`config.mk`:
```
export PLATFORM = sky130hd
export DESIGN_NAME = fetch_prefetch_queue
export DESIGN_NICKNAME = d
export VERILOG_FILES = /design/src/rtl/fetch_pkg.sv /design/src/rtl/fetch_fifo.sv /design/src/rtl/fetch_prefetch_queue.sv
export SDC_FILE = /design/constraint.sdc
export NUM_CORES = 1
export LEC_CHECK = 0
export CORE_MARGIN = 2
export CORE_UTILIZATION = 55
export CTS_BUF_LIST = sky130_fd_sc_hd__clkbuf_4 sky130_fd_sc_hd__clkbuf_8 sky130_fd_sc_hd__clkbuf_16
export DETAILED_ROUTE_END_ITERATION = 10
export PLACE_DENSITY = 0.79
export SLEW_MARGIN = 10
export SYNTH_ARGS = -nofsm -noshare
export SYNTH_HDL_FRONTEND = slang
export SYNTH_SLANG_ARGS = --single-unit
```
`constraint.sdc`:
```
create_clock -name clk -period 9.6 [get_ports clk]
set_clock_uncertainty 0.05 [all_clocks]
set_input_delay 2.88 -clock clk [delete_from_list [all_inputs] [get_ports clk]]
set_output_delay 2.88 -clock clk [all_outputs]
set_load 0.01 [all_outputs]
```
`src/rtl/fetch_pkg.sv`:
```
// Shared constants and types for the instruction prefetch front end.
// fetch_entry_t is the queue entry layout for a 32-bit core; wider cores pack {pc, inst} the same way.
package fetch_pkg;

  localparam logic [31:0] NOP_INST = 32'h0000_0013;

  typedef struct packed {
    logic [31:0] pc;
    logic [31:0] inst;
  } fetch_entry_t;

  function automatic int cnt_w(input int depth);
    return $clog2(depth + 1);
  endfunction

endpackage

```
`src/rtl/fetch_fifo.sv`:
```
// In-order queue of fetched {pc, inst} entries with single-cycle flush.
// The head entry is read combinationally so a pushed entry is visible the next cycle.
module fetch_fifo
  import fetch_pkg::*;
#(
  parameter int WIDTH = 64,
  parameter int DEPTH = 4
) (
  input  logic                    clk,
  input  logic                    rst,
  input  logic                    push_i,
  input  logic [WIDTH-1:0]        data_i,
  input  logic                    pop_i,
  input  logic                    flush_i,
  output logic [WIDTH-1:0]        head_o,
  output logic                    empty_o,
  output logic [cnt_w(DEPTH)-1:0] count_o
);

  localparam int AW = $clog2(DEPTH);
  localparam int CW = cnt_w(DEPTH);

  logic [WIDTH-1:0] mem_q [DEPTH];
  logic [AW-1:0]    wr_ptr_q;
  logic [AW-1:0]    rd_ptr_q;
  logic [CW-1:0]    count_q;

  always_ff @(posedge clk) begin
    if (push_i && !flush_i) begin
      mem_q[wr_ptr_q] <= data_i;
    end
  end

  // DEPTH is a power of two, so pointers wrap on their own.
  always_ff @(posedge clk) begin
    if (rst || flush_i) begin
      wr_ptr_q <= '0;
      rd_ptr_q <= '0;
      count_q  <= '0;
    end else begin
      if (push_i) wr_ptr_q <= wr_ptr_q + AW'(1);
      if (pop_i)  rd_ptr_q <= rd_ptr_q + AW'(1);
      count_q <= count_q + CW'(push_i) - CW'(pop_i);
    end
  end

  assign head_o  = mem_q[rd_ptr_q];
  assign empty_o = (count_q == '0);
  assign count_o = count_q;

endmodule

```
`src/rtl/fetch_prefetch_queue.sv`:
```
// Instruction prefetch front end: credit-limited sequential fetch, in-order queue,
// and redirect handling that flushes the queue and drops in-flight responses.
module fetch_prefetch_queue
  import fetch_pkg::*;
#(
  parameter int              XLEN     = 32,
  parameter int              DEPTH    = 4,
  parameter logic [XLEN-1:0] RESET_PC = '0
) (
  input  logic                    clk,
  input  logic                    rst,
  input  logic                    redirect_i,
  input  logic [XLEN-1:0]         redirect_pc_i,
  output logic                    imem_req_o,
  output logic [XLEN-1:0]         imem_addr_o,
  input  logic                    imem_gnt_i,
  input  logic                    imem_rvalid_i,
  input  logic [31:0]             imem_rdata_i,
  output logic                    inst_valid_o,
  output logic [31:0]             inst_o,
  output logic [XLEN-1:0]         pc_o,
  input  logic                    inst_ready_i,
  output logic [cnt_w(DEPTH)-1:0] count_o
);

  localparam int            CW      = cnt_w(DEPTH);
  localparam int            EW      = XLEN + 32;
  localparam logic [CW:0]   DEPTH_C = (CW+1)'(DEPTH);
  localparam logic [CW-1:0] DEPTH_N = CW'(DEPTH);

  logic [XLEN-1:0] fetch_pc_q, fetch_pc_d;
  logic [XLEN-1:0] resp_pc_q, resp_pc_d;
  logic [CW-1:0]   out_q, out_d;
  logic [CW-1:0]   drop_q, drop_d;
  logic [CW-1:0]   fifo_count;
  logic [CW:0]     credit;
  logic [XLEN-1:0] redirect_target;
  logic [EW-1:0]   head;
  logic            fifo_empty;
  logic            issue;
  logic            keep;
  logic            pop;

  assign redirect_target = {redirect_pc_i[XLEN-1:2], 2'b00};

  // Entries queued plus responses still to be kept must leave room for every new request.
  assign credit     = {1'b0, fifo_count} + {1'b0, out_q} - {1'b0, drop_q};
  assign imem_req_o = !rst && (credit < DEPTH_C) && (out_q < DEPTH_N);
  assign imem_addr_o = fetch_pc_q;

  assign issue = imem_req_o && imem_gnt_i;
  assign keep  = imem_rvalid_i && (drop_q == '0) && !redirect_i;
  assign pop   = inst_valid_o && inst_ready_i;

  always_comb begin
    fetch_pc_d = fetch_pc_q;
    resp_pc_d  = resp_pc_q;
    drop_d     = drop_q;
    out_d      = out_q + CW'(issue) - CW'(imem_rvalid_i);
    if (issue) fetch_pc_d = fetch_pc_q + XLEN'(4);
    if (imem_rvalid_i && (drop_q != '0)) drop_d = drop_q - CW'(1);
    if (keep) resp_pc_d = resp_pc_q + XLEN'(4);
    // Everything still in flight after a redirect edge belongs to the old path.
    if (redirect_i) begin
      fetch_pc_d = redirect_target;
      resp_pc_d  = redirect_target;
      drop_d     = out_d;
    end
  end

  always_ff @(posedge clk) begin
    if (rst) begin
      fetch_pc_q <= RESET_PC;
      resp_pc_q  <= RESET_PC;
      out_q      <= '0;
      drop_q     <= '0;
    end else begin
      fetch_pc_q <= fetch_pc_d;
      resp_pc_q  <= resp_pc_d;
      out_q      <= out_d;
      drop_q     <= drop_d;
    end
  end

  fetch_fifo #(
    .WIDTH (EW),
    .DEPTH (DEPTH)
  ) u_fifo (
    .clk     (clk),
    .rst     (rst),
    .push_i  (keep),
    .data_i  ({resp_pc_q, imem_rdata_i}),
    .pop_i   (pop),
    .flush_i (redirect_i),
    .head_o  (head),
    .empty_o (fifo_empty),
    .count_o (fifo_count)
  );

  assign inst_valid_o = !fifo_empty;
  assign inst_o       = fifo_empty ? NOP_INST : head[31:0];
  assign pc_o         = fifo_empty ? '0 : head[EW-1:32];
  assign count_o      = fifo_count;

endmodule

```
# Word-level counts from Yosys, hierarchy flattened
# Memories as Yosys holds them, arrays and structs flattened. A register that Yosys moved wholly into a read port is not among the register bits.
# Index checks and enable logic that the tools add are counted.
# totals
rom_bits	0
inputBits	70
reg_bits	77
memories	1
mem_bits_rw	256
output_inout_bits	101
latchBits	0
# mem_list
name	depth	word_bits	read_ports	rd_clocked_by_memory_dff	wr	line_no	text
u_fifo.mem_q	4	64	1	1	1	fetch_fifo.sv:23	logic [WIDTH-1:0] mem_q [DEPTH];
# classes
div	0
n_reduce_logical	19
muxes	12
n_lt_le_gt_ge	2
eq_ne	0
mul	0
bitwise	0
shift	0
n_addsub	11
# ops
cell	count
$mux 32	6
$add 32x3->32 const B	2
$logic_and 1x1->1	8
$add 3x1->3	2
$logic_not 3->1	2
$mux 3	2
$reduce_bool 2->1	3
$sub 3x1->3	2
$add 2x1->2 const B	2
$add 3x3->4	1
$lt 4x3->1 const B	1
$mux 2	2
$sub 4x3->4	1
$logic_not 1->1	3
$lt 3x3->1 const B	1
$reduce_bool 3->1	1
$sub 3x1->3 const B	1
$mux 1	2
$reduce_or 2->1	1
$logic_or 1x1->1	1

# Logic depth before layout (Yosys ltp)
# Gate-level depths: netlist of the first run.
# depth
ltp_word	9
mapped_depth	19

# Hierarchy
# Synthesis of the first run repeated with hierarchy kept, for this count alone.
# unflattened
hier_cells	921
area_unflattened_um2	14163.6
# by_module_without_submodules
module	cells_each	area_each_um2	instances
fetch_fifo	380	9761.9	1
fetch_prefetch_queue	541	4401.7	1

# Least setup slack after synthesis of the first run
# Ideal clock, no wire load.
# synth_timing
kind	input to output
from	input port rst
to	output port imem_req_o
n_path_buf	1
arrival_ps	3524
slack_ps	3146
path_stages	2
path_cell_list	clkbuf_1 nor4_1
# synth_between
elab_chain_cells	3
# synth_rtl
element	line_no	text
start: declaration	fetch_prefetch_queue.sv:11	input logic rst,
$logic_not 1->1	fetch_prefetch_queue.sv:48	assign imem_req_o = !rst && (credit < DEPTH_C) && (out_q < DEPTH_N);
$logic_and 1x1->1 (2 in a row)	fetch_prefetch_queue.sv:48	
end: declaration	fetch_prefetch_queue.sv:14	output logic imem_req_o,
# No other way between the ends.

# Worst setup path in the final report of the first run
# Same ends and word-level chain as after synthesis.

==> metrics.cfg, run 1 <==
[logic_synthesis]
synth_top_family_by_area=multiplexers
synth-xor-area-share=0.03372
ys_ff_latch=323
synth_edf_count=248
syn_area_mm2=0.01351
synth.top_cells.by_count=edfxtp_1, dfxtp_1, and2_1
synthSimpleGateAreaFrac=0.1009
synthArstFlopShare=0
synthMuxAreaShare=0.1034
syn_inst=870
synth_most_common_cell=edfxtp_1
synth_compound_area_frac=0.05780
ys_seq_area_frac=0.6625
syn_area_per_cell_um2=15.52
synth_area_leader_cell=edfxtp_1
ys_types=52
ys.flop_type=edfxtp_1
synthTopCellsByArea=edfxtp_1, dfxtp_1, mux4_2
synth.top_cell.area_share=0.5514
ys_warn_count=0
synthAdderAreaFrac=0.01982

[floorplanning]
dieHeight_um=160.7
row_count=57
die_w_um=160.7
io_pins=171
start_util=0.5570
die-area_mm2=0.02583
core_area_mm2=0.02425

[finish]
fin_util=0.6827
diodes=0
final_cells=1384
final_area_mm2=0.01655
nets=1124
final_layout_size_suffix_gt1_frac=0.1349
area_growth_pct=22.57

[drt]
drc=0
vias=7899
antenna_left=0
dr.pass1.iters=6
drt-vias-per-instance=5.707
routed_wl_mm=27.60
wl_per_cell_um=19.94
drtIter0Drc=605

[setup_path]
crit_path_end_kind=output port
reg2reg_from=u_fifo.count_o[1]$_SDFF_PP0_
crit_type=primary input to output port
required_ns=6.67
startpoint_type=primary input
critical_path_arrival_ns=4.39
crit_fanout=22
cp-startpoint=rst

[pwr]
vdd_drop_max_uv=178.2
cellPowerDensity_mw_per_mm2=213.2
p_leak_nw=5.325
power_mw=3.529

[clock_network]
cts_tree=yes
root_buffer=clkbuf_16
clkTransAtPathRegs_ns=0.06
cts-htree-levels=1
ctsResizeCount=0
clk_latency_ns=0.56
clk_path_buf_depth=3
cts_hold_buf=0
post_cts_buffers=0
cts_made_buffers=31
clock_sinks=323

[place]
pre_cts_slack_ns=2.298
gp_congestion=0.8768
io_buffers=164
placed_cell_area_mm2=0.01545
dp_hpwl_mm=17.02
place_inst=1326

[timing]
rsz0062_at_grt=no
period_minus_slack_ns=7.324
slew_violations=0
setup_viol=0
period_share=0.7629
worstMarginPinSlew_ns=1.002
max_clock_freq_ghz=0.1365
relSlewSlack=0.3322
layout_setup_ws_ns=2.276
fin_tns_setup_ns=0
fin_worst_hold_slack_ns=0.4513
finalHoldViolCount=0

[worst_hold_path]
hold_path_class=flop to flop
holdCritStartpoint=u_fifo.wr_ptr_q[1]$_SDFFE_PP0P_

[run_status]
status=finished, final reports clean

[global_routing]
grt.total_usage=0.2118
first_global_vias=7748
grt_pass1_wl_mm=42.61
grt_start_max_net_pins=63
grt_antenna_before_repair=0
grt-ovfl-total=0

[job]
max_cap_violations=0

-- logic make-up after synthesis --
group                    count (synthesis)
multiplexers                            62
adder cells (fa/ha/maj)                 19
XOR/XNOR                                52
other                                    1
AO/OA/AOI/OAI                          107
buffers and inverters                   69
flip-flops                             323
AND/OR/NAND/NOR                        237
-- worst max-delay path: stages --
cell	delay, ns
clkdlybuf4s50_1	0.39
buf_4	0.21
nor4_1	0.31
clkdlybuf4s50_1	0.59
-- state kept, by name (all words and copies together) (netlist names), named ones only --
register,cells
u_fifo.count_o,3
u_fifo.mem_q,248
out_q,3
u_fifo.wr_ptr_q,2
imem_addr_o,30
resp_pc_q,30
u_fifo.rd_ptr_q,2
drop_q,3
-- where the power goes --
part	total (mW)	switching, mW	leakage, nW	internal [mW]
registers	1.66	0.0620	2.88	1.60
clock network	1.28	0.505	0.547	0.780
logic	0.588	0.307	1.89	0.281
total	3.53	0.874	5.33	2.66
-- layout by cell type, fill, tap and decap left out, drive strengths merged, types with 24 or more instances in the layout --
cell type	synthesis	final
o21a	28	28
and2	67	67
mux4	62	62
nand4	25	25
nand3	24	24
a21boi	29	29
xnor2	28	28
xor2	24	24
edfxtp	248	248
clkbuf	31	41
dfxtp	75	75
clkdlybuf4s50	0	164
nand2	30	30
-- per-layer routing --
layer	global-route usage	wire, µm	up-vias
li1	-	-	3673
met1	0.3159	12400	3865
met2	0.3368	12880	326
met3	0.03383	1944	35
met4	0.04343	376	0
met5	0	0	-
-- cell type report --
type | count | area, µm²
sequential | 323 | 8954
fill | 1676 | 7694
multi-input combinational | 481 | 4283
timing repair buffer | 175 | 1724
clock buffer | 41 | 882.1
tap | 324 | 405.4
clock inverter | 17 | 220.2
inverter | 23 | 86.33
-- path summary, 6_finish.rpt --
kind,to,slack [ns],depth (start not counted)
max reg2reg,drop_q[2]$_SDFFE_PP0P_,5.77,17
min reg2reg,u_fifo.wr_ptr_q[1]$_SDFFE_PP0P_,0.45,2
max,imem_req_o,2.28,4
min,u_fifo.wr_ptr_q[1]$_SDFFE_PP0P_,0.45,2
(Power assumes the default switching activity.)
==> run 2: changes to the inputs <==
clock period = 7.6 ns   (was 9.6 ns; I/O delays follow)
==> metrics.cfg, run 2 (synthesis gave the netlist of run 1 again) <==
[clock_network]
post_cts_buffers=0  ; unchanged
clock_sinks=323  ; unchanged
ctsResizeCount=0  ; unchanged
cts-htree-levels=2  ; +1
cts_made_buffers=34  ; +9.7%
root_buffer=clkbuf_16
cts_hold_buf=0  ; unchanged
clkTransAtPathRegs_ns=0.06  ; about the same
clk_latency_ns=0.50  ; -0.06 ns
clk_path_buf_depth=3  ; unchanged
cts_tree=yes

[pwr]
switching_share=0.2474  ; about the same
switchingPower_mw=1.111  ; +27%
cellPowerDensity_mw_per_mm2=270.7  ; +27%
internal_power_mw=3.380  ; +27%
power_mw=4.491  ; +27%
p_leak_nw=5.338  ; +0.25%
clkPwrFrac=0.368  ; +0.004
seqPwrFrac=0.467  ; -0.003
vdd_drop_max_uv=176.7  ; -0.82%
power_frac_comb=0.166  ; about the same

[drt]
drt-vias-per-instance=5.742  ; +0.60%
drc=0  ; unchanged
antenna_left=0  ; unchanged
routed_wl_mm=27.31  ; -1.1%
dr.pass1.iters=5  ; -1
vias=7964  ; +0.82%
drtIter0Drc=548  ; -9.4%
wl_per_cell_um=19.69  ; -1.3%

[place]
dp_hpwl_mm=17.50  ; +2.8%
io_buffers=164  ; unchanged
gp_congestion=0.8719  ; -0.56%
place_inst=1327  ; +0.075%

[timing]
slew_violations=0  ; unchanged
finalHoldViolCount=0  ; unchanged
setup_viol=0  ; unchanged
rsz0062_at_grt=no
fin_tns_setup_ns=0  ; unchanged
worstMarginPinSlew_ns=0.9919  ; -0.009815 ns
period_share=0.7801
max_clock_freq_ghz=0.1687
period_minus_slack_ns=5.929
relSlewSlack=0.3387  ; +0.006543

[setup_path]
r2r_cells=17  ; unchanged
crit_fanout=2  ; -91%
cp.buffers_inverters=2  ; -1
cp-startpoint=rst
endpoint=imem_req_o
critical_path.top_delay_family=buffers and inverters
reg2reg_from=u_fifo.count_o[1]$_SDFF_PP0_
crit_path_end_kind=output port
startpoint_type=primary input
crit_type=primary input to output port
r2r_slack_ns=3.76  ; -2.01 ns
critical_path_arrival_ns=3.60  ; -0.79 ns
worst_path_max_delay_cell=clkdlybuf4s50_1
crit_chain=clkdlybuf4s50_1, nor4_1, clkdlybuf4s50_1
cpPeakStageDelay_ns=0.59  ; about the same
required_ns=5.27  ; -1.40 ns
cp_num_cells=3  ; -1
cpMostUsedCell=clkdlybuf4s50_1
worstReg2RegEnd=drop_q[2]$_SDFFE_PP0P_

[finish]
largest_reg_flops=248  ; unchanged
diodes=0  ; unchanged
nets=1128  ; +0.36%
final_common_cell=edfxtp_1
final_cell_mix=edfxtp_1, clkdlybuf4s50_1, dfxtp_1
final_cells=1387  ; +0.22%
final_layout_size_suffix_gt1_frac=0.1345  ; -0.0003807
final.fill_count=1676  ; unchanged
area_growth_pct=22.83
regMostFlops=u_fifo.mem_q

[global_routing]
grt.total_usage=0.2117  ; about the same
grt_start_max_net_pins=59  ; -6.3%
grt-ovfl-total=0  ; unchanged
grt_antenna_before_repair=0  ; unchanged
first_global_vias=7825  ; +0.99%
grt_pass1_wl_mm=42.64  ; about the same

[worst_hold_path]
hold_path_class=flop to flop
hold_depth=2  ; unchanged

[floorplanning]
row_count=57  ; unchanged
core_area_mm2=0.02425  ; unchanged
die-area_mm2=0.02583  ; unchanged
start_util=0.5570  ; unchanged
io_pins=171  ; unchanged
die_w_um=160.7  ; unchanged
dieHeight_um=160.7  ; unchanged

[run_status]
status=finished, final reports clean

[job]
max_cap_violations=0  ; unchanged

-- run 2: changes by cell type in the layout (fill, tap and decap cells not counted) --
cell | before | now
clkinv_1 | 3 | 6
clkbuf_16 | 31 | 35
buf_4 | 11 | 12
inv_6 | 1 | 2
clkbuf_8 | 5 | 1
clkinv_2 | 6 | 5
bufinv_16 | 5 | 4
clkinvlp_4 | 2 | 3
clkinv_4 | 1 | 0
-- run 2: final cells by class --
type | instances | area, µm² | area share
clock buffers | 41 | 927.1 | 0.05588
clock inverters | 19 | 203.9 | 0.01229
inverters | 23 | 86.33 | 0.005204
multi-input cells | 481 | 4283 | 0.2581
flip-flops and latches | 323 | 8954 | 0.5397
well taps | 324 | 405.4 | 0.02443
repair buffers | 176 | 1732 | 0.1044
-- run 2: per-layer routing --
layer / wire length, µm / share of wire / track usage
met5: 0 / 0 / 0
met4: 325 / 0.012 / 0.04627
met2: 12960 / 0.47 / 0.3380
met3: 1907 / 0.070 / 0.03719
met1: 12120 / 0.44 / 0.3113
-- run 2: how the worst min path moves through the flow --
stage	start	to
floorplan	resp_pc_q[15]$_SDFFE_PP0P_	u_fifo.mem_q[0][47]$_DFFE_PP_
global placement	resp_pc_q[15]$_SDFFE_PP0P_	u_fifo.mem_q[2][47]$_DFFE_PP_
detailed placement	u_fifo.wr_ptr_q[1]$_SDFFE_PP0P_	u_fifo.wr_ptr_q[1]$_SDFFE_PP0P_
CTS	u_fifo.wr_ptr_q[1]$_SDFFE_PP0P_	u_fifo.wr_ptr_q[1]$_SDFFE_PP0P_
global route	u_fifo.wr_ptr_q[1]$_SDFFE_PP0P_	u_fifo.wr_ptr_q[1]$_SDFFE_PP0P_
finish	u_fifo.wr_ptr_q[1]$_SDFFE_PP0P_	u_fifo.wr_ptr_q[1]$_SDFFE_PP0P_
-- run 2: per-stage QoR --
stage | utilization | hold WS, ns | cell area (µm²) | worst slack, ns
6_report | 0.6842 | 0.4538 | 16590 | 1.671
5_1_grt | 0.6842 | 0.4887 | 16590 | 1.624
4_1_cts | 0.6842 | 0.4599 | 16590 | 1.655
3_5_place_dp | 0.6376 | 0.4405 | 15460 | 1.677
3_3_place_gp | 0.6376 | 0.4321 | 15460 | 1.706
2_1_floorplan | - | 0.4101 | 13520 | 2.346
-- run 2: power by group through the flow --
stage / registers, mW / logic, mW / clock network (mW)
after floorplan: 2.11 / 0.474 / 0
after global placement: 2.13 / 0.734 / 0
after detailed placement: 2.13 / 0.746 / 0
after CTS: 2.10 / 0.750 / 1.68
after global routing: 2.11 / 0.820 / 1.75
final: 2.10 / 0.743 / 1.65
-- run 2: worst min-delay path: cells and delay by family (launching register included) --
family             cells  cell delay (ns)
and+or+nand+nor        1             0.07
DFF                    1             0.34
AOI/OAI and AO/OA      1             0.05
